===== config.mk =====
export PLATFORM = sky130hd
export DESIGN_NAME = display_scan_ctrl
export DESIGN_NICKNAME = d
export VERILOG_FILES = /design/src/rtl/display_scan_ctrl.sv
export SDC_FILE = /design/constraint.sdc
export NUM_CORES = 1
export LEC_CHECK = 0
export BUFFER_PORTS_ARGS = -buffer_cell sky130_fd_sc_hd__buf_2
export CAP_MARGIN = 40
export CORE_MARGIN = 10
export CORE_UTILIZATION = 45
export DETAILED_ROUTE_END_ITERATION = 10
export GPL_ROUTABILITY_DRIVEN = 0
export PLACE_DENSITY = 0.61
export SLEW_MARGIN = 40
export SYNTH_ARGS = -nofsm -noshare
export SYNTH_HDL_FRONTEND = slang
export SYNTH_SLANG_ARGS = --single-unit

===== constraint.sdc =====
create_clock -name CLK -period 4.1 [get_ports CLK]
set_input_delay 0 -clock CLK [delete_from_list [all_inputs] [get_ports CLK]]
set_output_delay 0 -clock CLK [all_outputs]
set_load 0.02 [all_outputs]

===== src/rtl/display_scan_ctrl.sv =====
// display_scan_ctrl
// -----------------
// Scan scheduler for a multiplexed NUM_DIGITS-digit 7-segment display.
// Owns the per-digit time slot (prescaler), the slot counter, the
// BLANK/DRIVE state per slot and the frame shadow register. Presents one
// nibble per slot on digit_data (to decoder_7_seg) and a one-hot DIGIT
// enable. A producer hands over a whole frame with a load/ack handshake
// that is only honoured at the frame boundary, so a frame never tears.
//
// Optional feature macro: LEADING_ZERO_BLANK_EN
//   When defined, a digit i > 0 whose nibbles i..NUM_DIGITS-1 are all zero
//   keeps its enable low for its whole slot. Slot timing is unchanged.
//
// All outputs are registered. Each output register is loaded with the
// value that belongs to the *next* counter state, so DIGIT, digit_data,
// ack and frame_start line up cycle-for-cycle with prescaler/slot.

module display_scan_ctrl #(
    parameter int NUM_DIGITS = 4,     // legal 2..8
    parameter int PRESCALE   = 50000, // cycles per slot, >= 2
    parameter int BLANK      = 500    // blanking cycles per slot, < PRESCALE
) (
    input  logic                      CLK,
    input  logic                      RST,
    input  logic                      load,
    input  logic [4*NUM_DIGITS-1:0]   frame,
    output logic                      ack,
    output logic [3:0]                digit_data,
    output logic [NUM_DIGITS-1:0]     DIGIT,
    output logic                      frame_start
);

    // ------------------------------------------------------------------
    // Widths and constants
    // ------------------------------------------------------------------
    localparam int PW = (PRESCALE > 2) ? $clog2(PRESCALE) : 1;
    localparam int SW = $clog2(NUM_DIGITS);

    localparam logic [PW-1:0] PRE_LAST  = PW'(PRESCALE - 1);
    localparam logic [PW-1:0] BLANK_CNT = PW'(BLANK);
    localparam logic [SW-1:0] SLOT_LAST = SW'(NUM_DIGITS - 1);

    // Per-slot state machine encoding
    localparam logic [0:0] ST_BLANK = 1'b0;
    localparam logic [0:0] ST_DRIVE = 1'b1;

    // ------------------------------------------------------------------
    // State
    // ------------------------------------------------------------------
    logic [PW-1:0]                prescaler;
    logic [SW-1:0]                slot;
    logic [0:0]                   state;
    logic [NUM_DIGITS-1:0][3:0]   shadow;

    // ------------------------------------------------------------------
    // Next-state values
    // ------------------------------------------------------------------
    logic                         pre_wrap;     // last cycle of a slot
    logic                         boundary;     // last cycle of a frame
    logic                         accept;       // frame taken on this edge
    logic [PW-1:0]                prescaler_nxt;
    logic [SW-1:0]                slot_nxt;
    logic [0:0]                   state_nxt;
    logic [NUM_DIGITS-1:0][3:0]   shadow_nxt;   // shadow with frame bypass
    logic [NUM_DIGITS-1:0]        slot_onehot;
    logic [NUM_DIGITS-1:0]        lit_mask;     // digits allowed to light
    logic [NUM_DIGITS-1:0]        digit_nxt;
    logic [3:0]                   digit_data_nxt;

    // Slot/frame counters and the frame-boundary handshake decision
    // NOTE: every signal assigned in an always_comb gets a default at the
    // top of the block; a path that skips an assignment would infer a latch.
    always_comb begin
        pre_wrap      = (prescaler == PRE_LAST);
        boundary      = pre_wrap && (slot == SLOT_LAST);
        accept        = boundary && load;

        prescaler_nxt = prescaler + 1'b1;
        slot_nxt      = slot;
        if (pre_wrap) begin
            prescaler_nxt = '0;
            slot_nxt      = (slot == SLOT_LAST) ? '0 : slot + 1'b1;
        end

        // The accepted frame is bypassed so the digit-0 slot that starts
        // right after the boundary already shows the new data.
        shadow_nxt    = accept ? frame : shadow;
    end

    // Per-slot BLANK/DRIVE state machine, evaluated for the next cycle
    always_comb begin
        state_nxt = state;
        case (state)
            ST_BLANK: begin
                // With BLANK == 0 the machine only ever sits in BLANK for
                // the first cycle after reset.
                if ((prescaler_nxt == BLANK_CNT) || (BLANK_CNT == '0)) begin
                    state_nxt = ST_DRIVE;
                end
            end
            ST_DRIVE: begin
                if (pre_wrap && (BLANK_CNT != '0)) begin
                    state_nxt = ST_BLANK;
                end
            end
            default: state_nxt = ST_BLANK;
        endcase
    end

`ifdef LEADING_ZERO_BLANK_EN
    logic upper_nz;

    // Leading-zero suppression mask from the frame that the next slot shows
    always_comb begin
        lit_mask = '1;
        upper_nz = 1'b0;
        // Walk from the most significant digit down; a digit stays lit as
        // soon as it or any digit above it is non-zero. Digit 0 always lit.
        for (int i = NUM_DIGITS - 1; i > 0; i--) begin
            upper_nz    = upper_nz | (shadow_nxt[i] != 4'h0);
            lit_mask[i] = upper_nz;
        end
    end
`else
    // Every digit is driven during DRIVE regardless of its value
    always_comb begin
        lit_mask = '1;
    end
`endif

    // Output values for the next cycle (digit enable and nibble mux)
    always_comb begin
        slot_onehot    = NUM_DIGITS'(1) << slot_nxt;
        digit_nxt      = (state_nxt == ST_DRIVE) ? (slot_onehot & lit_mask) : '0;
        // The nibble is latched once per slot and then held, including
        // through the blanking window.
        digit_data_nxt = pre_wrap ? shadow_nxt[slot_nxt] : digit_data;
    end

    // Registered state and outputs; reset clears everything, display dark
    // NOTE: sequential state uses non-blocking assignments so every
    // register samples pre-edge values regardless of statement order.
    // NOTE: the frame shadow is reset too, so the first frame after reset
    // shows zeros rather than power-up garbage.
    always_ff @(posedge CLK or posedge RST) begin
        if (RST) begin
            prescaler   <= '0;
            slot        <= '0;
            state       <= ST_BLANK;
            shadow      <= '0;
            digit_data  <= '0;
            DIGIT       <= '0;
            ack         <= 1'b0;
            frame_start <= 1'b0;
        end else begin
            prescaler   <= prescaler_nxt;
            slot        <= slot_nxt;
            state       <= state_nxt;
            shadow      <= shadow_nxt;
            digit_data  <= digit_data_nxt;
            DIGIT       <= digit_nxt;
            ack         <= accept;
            frame_start <= boundary;
        end
    end

endmodule


==> results.md <==
Job:
- The reported max-cap violation count is 0.

Clock tree:
- The total setup buffers inserted after CTS is 0.
- The clock passes through at most 2 buffers.
- The clock-pin slew of the registers on the worst-case setup and hold paths is approximately 0.08 ns.
- The maximum level of the CTS H-tree is 2.
- The tree built by TritonCTS fans out to between 40 and 50 sinks.
- The cell at the root of the clock tree is sky130_fd_sc_hd__clkbuf_8.
- Buffers inserted during clock tree synthesis total 5.
- The number of resized instances in the post-cts repair step is 0.
- The number of hold-repair buffers added at the cts stage is 17.
- The TritonCTS clock tree is built.
- The clock network latency to the later pin of the worst-skew pair is 0.30 ns.

Synth:
- The number of different library cells used by synthesis comes to 48.
- The cell type with the highest aggregate area in the netlist is sky130_fd_sc_hd__dfrtp_1.
- For this run, the register share of the synthesized area comes to 0.491.
- For this run, the number of Yosys warnings is 0.
- The cell count after synthesis is 239.
- The share of synthesized area in the top cell type comes to 0.491.
- The area of the mapped netlist is 2290 sq um.
- By area the synthesized netlist is led by sky130_fd_sc_hd__dfrtp_1, sky130_fd_sc_hd__nand2_1, sky130_fd_sc_hd__nor2_1, sky130_fd_sc_hd__xor2_1, sky130_fd_sc_hd__mux2i_1.
- The post-synthesis net count is 260.
- The synthesized flop and latch total is between 40 and 50.
- The average instance in the mapped netlist occupies 9.60 sq um.

Critical path:
- The endpoint kind of the worst setup timing path is a flip-flop.
- The data required time at the worst endpoint is 4.31 ns.
- Along the worst path, the maximum fanout reaches 9.
- The signal on the critical path passes through ha_1, nand4_2, nor4_2, mux2_2, a211oi_1, a22oi_2, nor3_1.
- The kind of launch point of the worst setup path is a flip-flop.
- The category of the most critical setup path is flip-flop to flip-flop.
- The highest-delay cell along the critical path is sky130_fd_sc_hd__nor4_2.
- Data arrives at the worst endpoint at 2.88 ns.
- The largest single stage delay on the critical path is 0.52 ns.

Cells and area:
- Once layout is done, the placed cells without fillers occupy between 2000 and 3000 sq um.
- The number of filler cells placed in the layout is 439.
- The final net count is 306.
- The count of placed standard cells in the final layout, fillers left out is about 350.
- The repair_antennas step left the layout with diodes totalling 0.
- The library cells used most frequently in the layout, excluding fill and tap cells, are sky130_fd_sc_hd__nand2_1, sky130_fd_sc_hd__dfrtp_1, sky130_fd_sc_hd__buf_2.
- Leaving out fill and tap cells, the most frequent cell in the layout is sky130_fd_sc_hd__nand2_1.
- The share of final-layout standard cells stronger than drive strength 1 is 0.189.
- The area added between synthesis and finish is 20.8%.

GRT:
- In the global route stage, overall resource usage came out at 0.137.
- The via count of the first global-routing pass is between 1500 and 2000.
- Entering global routing, the biggest net connects 46 pins.
- The initial antenna violation count was 0.
- The global-route wire length before repair is 9710 um.
- The remaining global-route overflow is 0.

Power and ir drop:
- Dividing total power by cell area gives a power density of 290 nW/um^2.
- The power dissipated by switching net loads is 0.166 mW.
- The worst-case IR drop observed on VDD is 0.000146 V.
- The switching fraction of total power is 0.206.
- Of the total power, the clock network draws 0.408.
- The leakage power total is 1.34 nW.
- Of the total power, registers draw 0.551.
- The logic gate share of total power is 0.041.
- The internal power of the cells totals about 0.64 mW.

Die:
- The die width is around 91 um.
- 29 I/O pins were placed.
- The area of the die is 8360 sq um.
- The number of placement rows is 25.
- The starting density of the core is 0.476.
- The area inside the core boundary is a little under 5000 sq um.
- Measured along the y axis, the die boundary spans between 90 and 100 um.

STA:
- Hold is met by 0.0764 ns.
- In the finished design, the share of the clock period the worst path needs comes to 0.651.
- Setup repair after global routing left no endpoint under its margin.
- The worst path in the final design needs a cycle of 2.67 ns, including I/O delays and setup.
- The final count of negative-setup-slack endpoints is 0.
- The slew at the pin with the worst max-slew slack is roughly 0.64 ns.
- Setup slack on the critical path of the routed design comes to 1.43 ns.
- The count of pins over their slew limit is 0.
- The number of endpoints with negative hold slack in the final report is 0.
- For the final database, setup skew stands at 0.00523 ns.
- For this run, the top clock speed supported by timing is 0.375 GHz.
- The accumulated negative setup slack is 0 ns.
- Headroom to the max-slew limit came out at 0.575.

Place:
- Once placement finished, the instance area stood at roughly 2500 sq um.
- The wire-length estimate of the detail-placed layout is 3690 um.
- Port buffering added 28 buffers.
- The number of instances in the placed design is approximately 330.
- Timing analysis after detailed placement gives a worst setup slack of 1.34 ns.

Run status:
- The flow ran to the end, and the final reports show no timing, DRC or antenna violations.

Drt:
- The antenna violation net count after detailed routing is 0.
- Dividing the detail-routed via count by the number of cells gives 5.36.
- The number of design rule violations left after detail routing is 0.
- After the first detailed-routing iteration, the DRC count stood at ~190.
- After detailed routing, the average wire length per cell comes to 15.6 um.
- The detailed-router iteration count before antenna repair is 4.
- The via count of the routed design is 1886.
- The routed wire length is 5480 um.

Hold path:
- The tightest min-delay check is of the input port to flip-flop type.
## layout make-up
cell class / count / area, sq um / area share
Clock inverter: 2 / 35.0 / 0.0126
Multi-Input combinational cell: 174 / 1080 / 0.391
Timing Repair Buffer: 48 / 333 / 0.120
Sequential cell: 45 / 1130 / 0.406
Tap cell: 67 / 83.8 / 0.0302
Clock buffer: 5 / 68.8 / 0.0248
Inverter: 11 / 41.3 / 0.0149
## logic make-up (layout without fill, tap and decap cells)
logic type / after synthesis / count (layout) / synth area share
adders and majority gates: 2 / 2 / 0.0109
AOI/OAI and AO/OA: 29 / 29 / 0.0905
xor gates and xnor gates: 9 / 9 / 0.0344
and+or+nand+nor: 124 / 124 / 0.284
DFF: 45 / 45 / 0.491
muxes: 10 / 10 / 0.0529
buffers and inverters: 20 / 66 / 0.0365
## state kept, by name, indices dropped and copies added (netlist names)
name and count:
prescaler 16, shadow 16, DIGIT 4, digit_data 4
slot 2, ack 1, frame_start 1, state 1
## cells in the mapped netlist (all sizes together)
library cell and number:
nand2 58, dfrtp 45, nor2 15, inv 11, nand4 10, nor3 8
clkbuf 7, nand3 7, nor4 7, mux2i 6, o21ai 6, xor2 6
a211oi 5, mux2 4, a21oi 3, nor2b 3, or2 3, or3 3
or4 3, xnor2 3, a211o 2, a21o 2, and4 2, buf 2
ha 2, nor4b 2, o2111ai 2, o22ai 2, a22oi 1, a311oi 1
a31oi 1, and2 1, nand3b 1, nor4bb 1, o2111a 1, o21a 1
o31a 1, o31ai 1
## worst paths after layout
check | slack (ns) | depth (start not counted) | start | end
setup reg to reg | 1.43 | 7 | prescaler[0] | DIGIT[0]
setup / recovery | 1.43 | 7 | prescaler[0] | DIGIT[0]
max in group asynchronous | 3.33 | 4 | RST | shadow[10]
hold / removal | 0.08 | 4 | load | digit_data[0]
hold reg to reg | 0.47 | 2 | shadow[7] | shadow[7]
min in group asynchronous | 0.37 | 4 | RST | shadow[8]
## routing by layer
layer / part of all wire / GRT usage
met2: 0.45 / 0.211
met3: 0.057 / 0.0346
met1: 0.48 / 0.185
met4: 0.012 / 0.0379
met5: 0 / 0
## power by group through the flow
stage                     registers, mW  logic (mW)  clock network [mW]
final                             0.443      0.0327               0.329
after global routing              0.443      0.0369               0.353
after CTS                         0.443      0.0333               0.336
after detailed placement          0.452      0.0209                   0
after global placement            0.452      0.0208                   0
after floorplan                   0.452     0.00770                   0
## metrics by stage
step,total power [mW],utilization
4_1_cts,0.813,0.574
2_1_floorplan,0.460,-
5_1_grt,0.834,0.576
3_3_place_gp,0.473,0.517
3_5_place_dp,0.473,0.517
6_report,0.805,0.576
## critical path: cells and delay by family (launching register included)
family	cells	cell delay [ns]
AOI/OAI and AO/OA	2	0.48
DFF	1	0.42
adders and majority gates	1	0.28
and+or+nand+nor	3	1.02
muxes	1	0.38
Power figures use the tool's default switching activity.
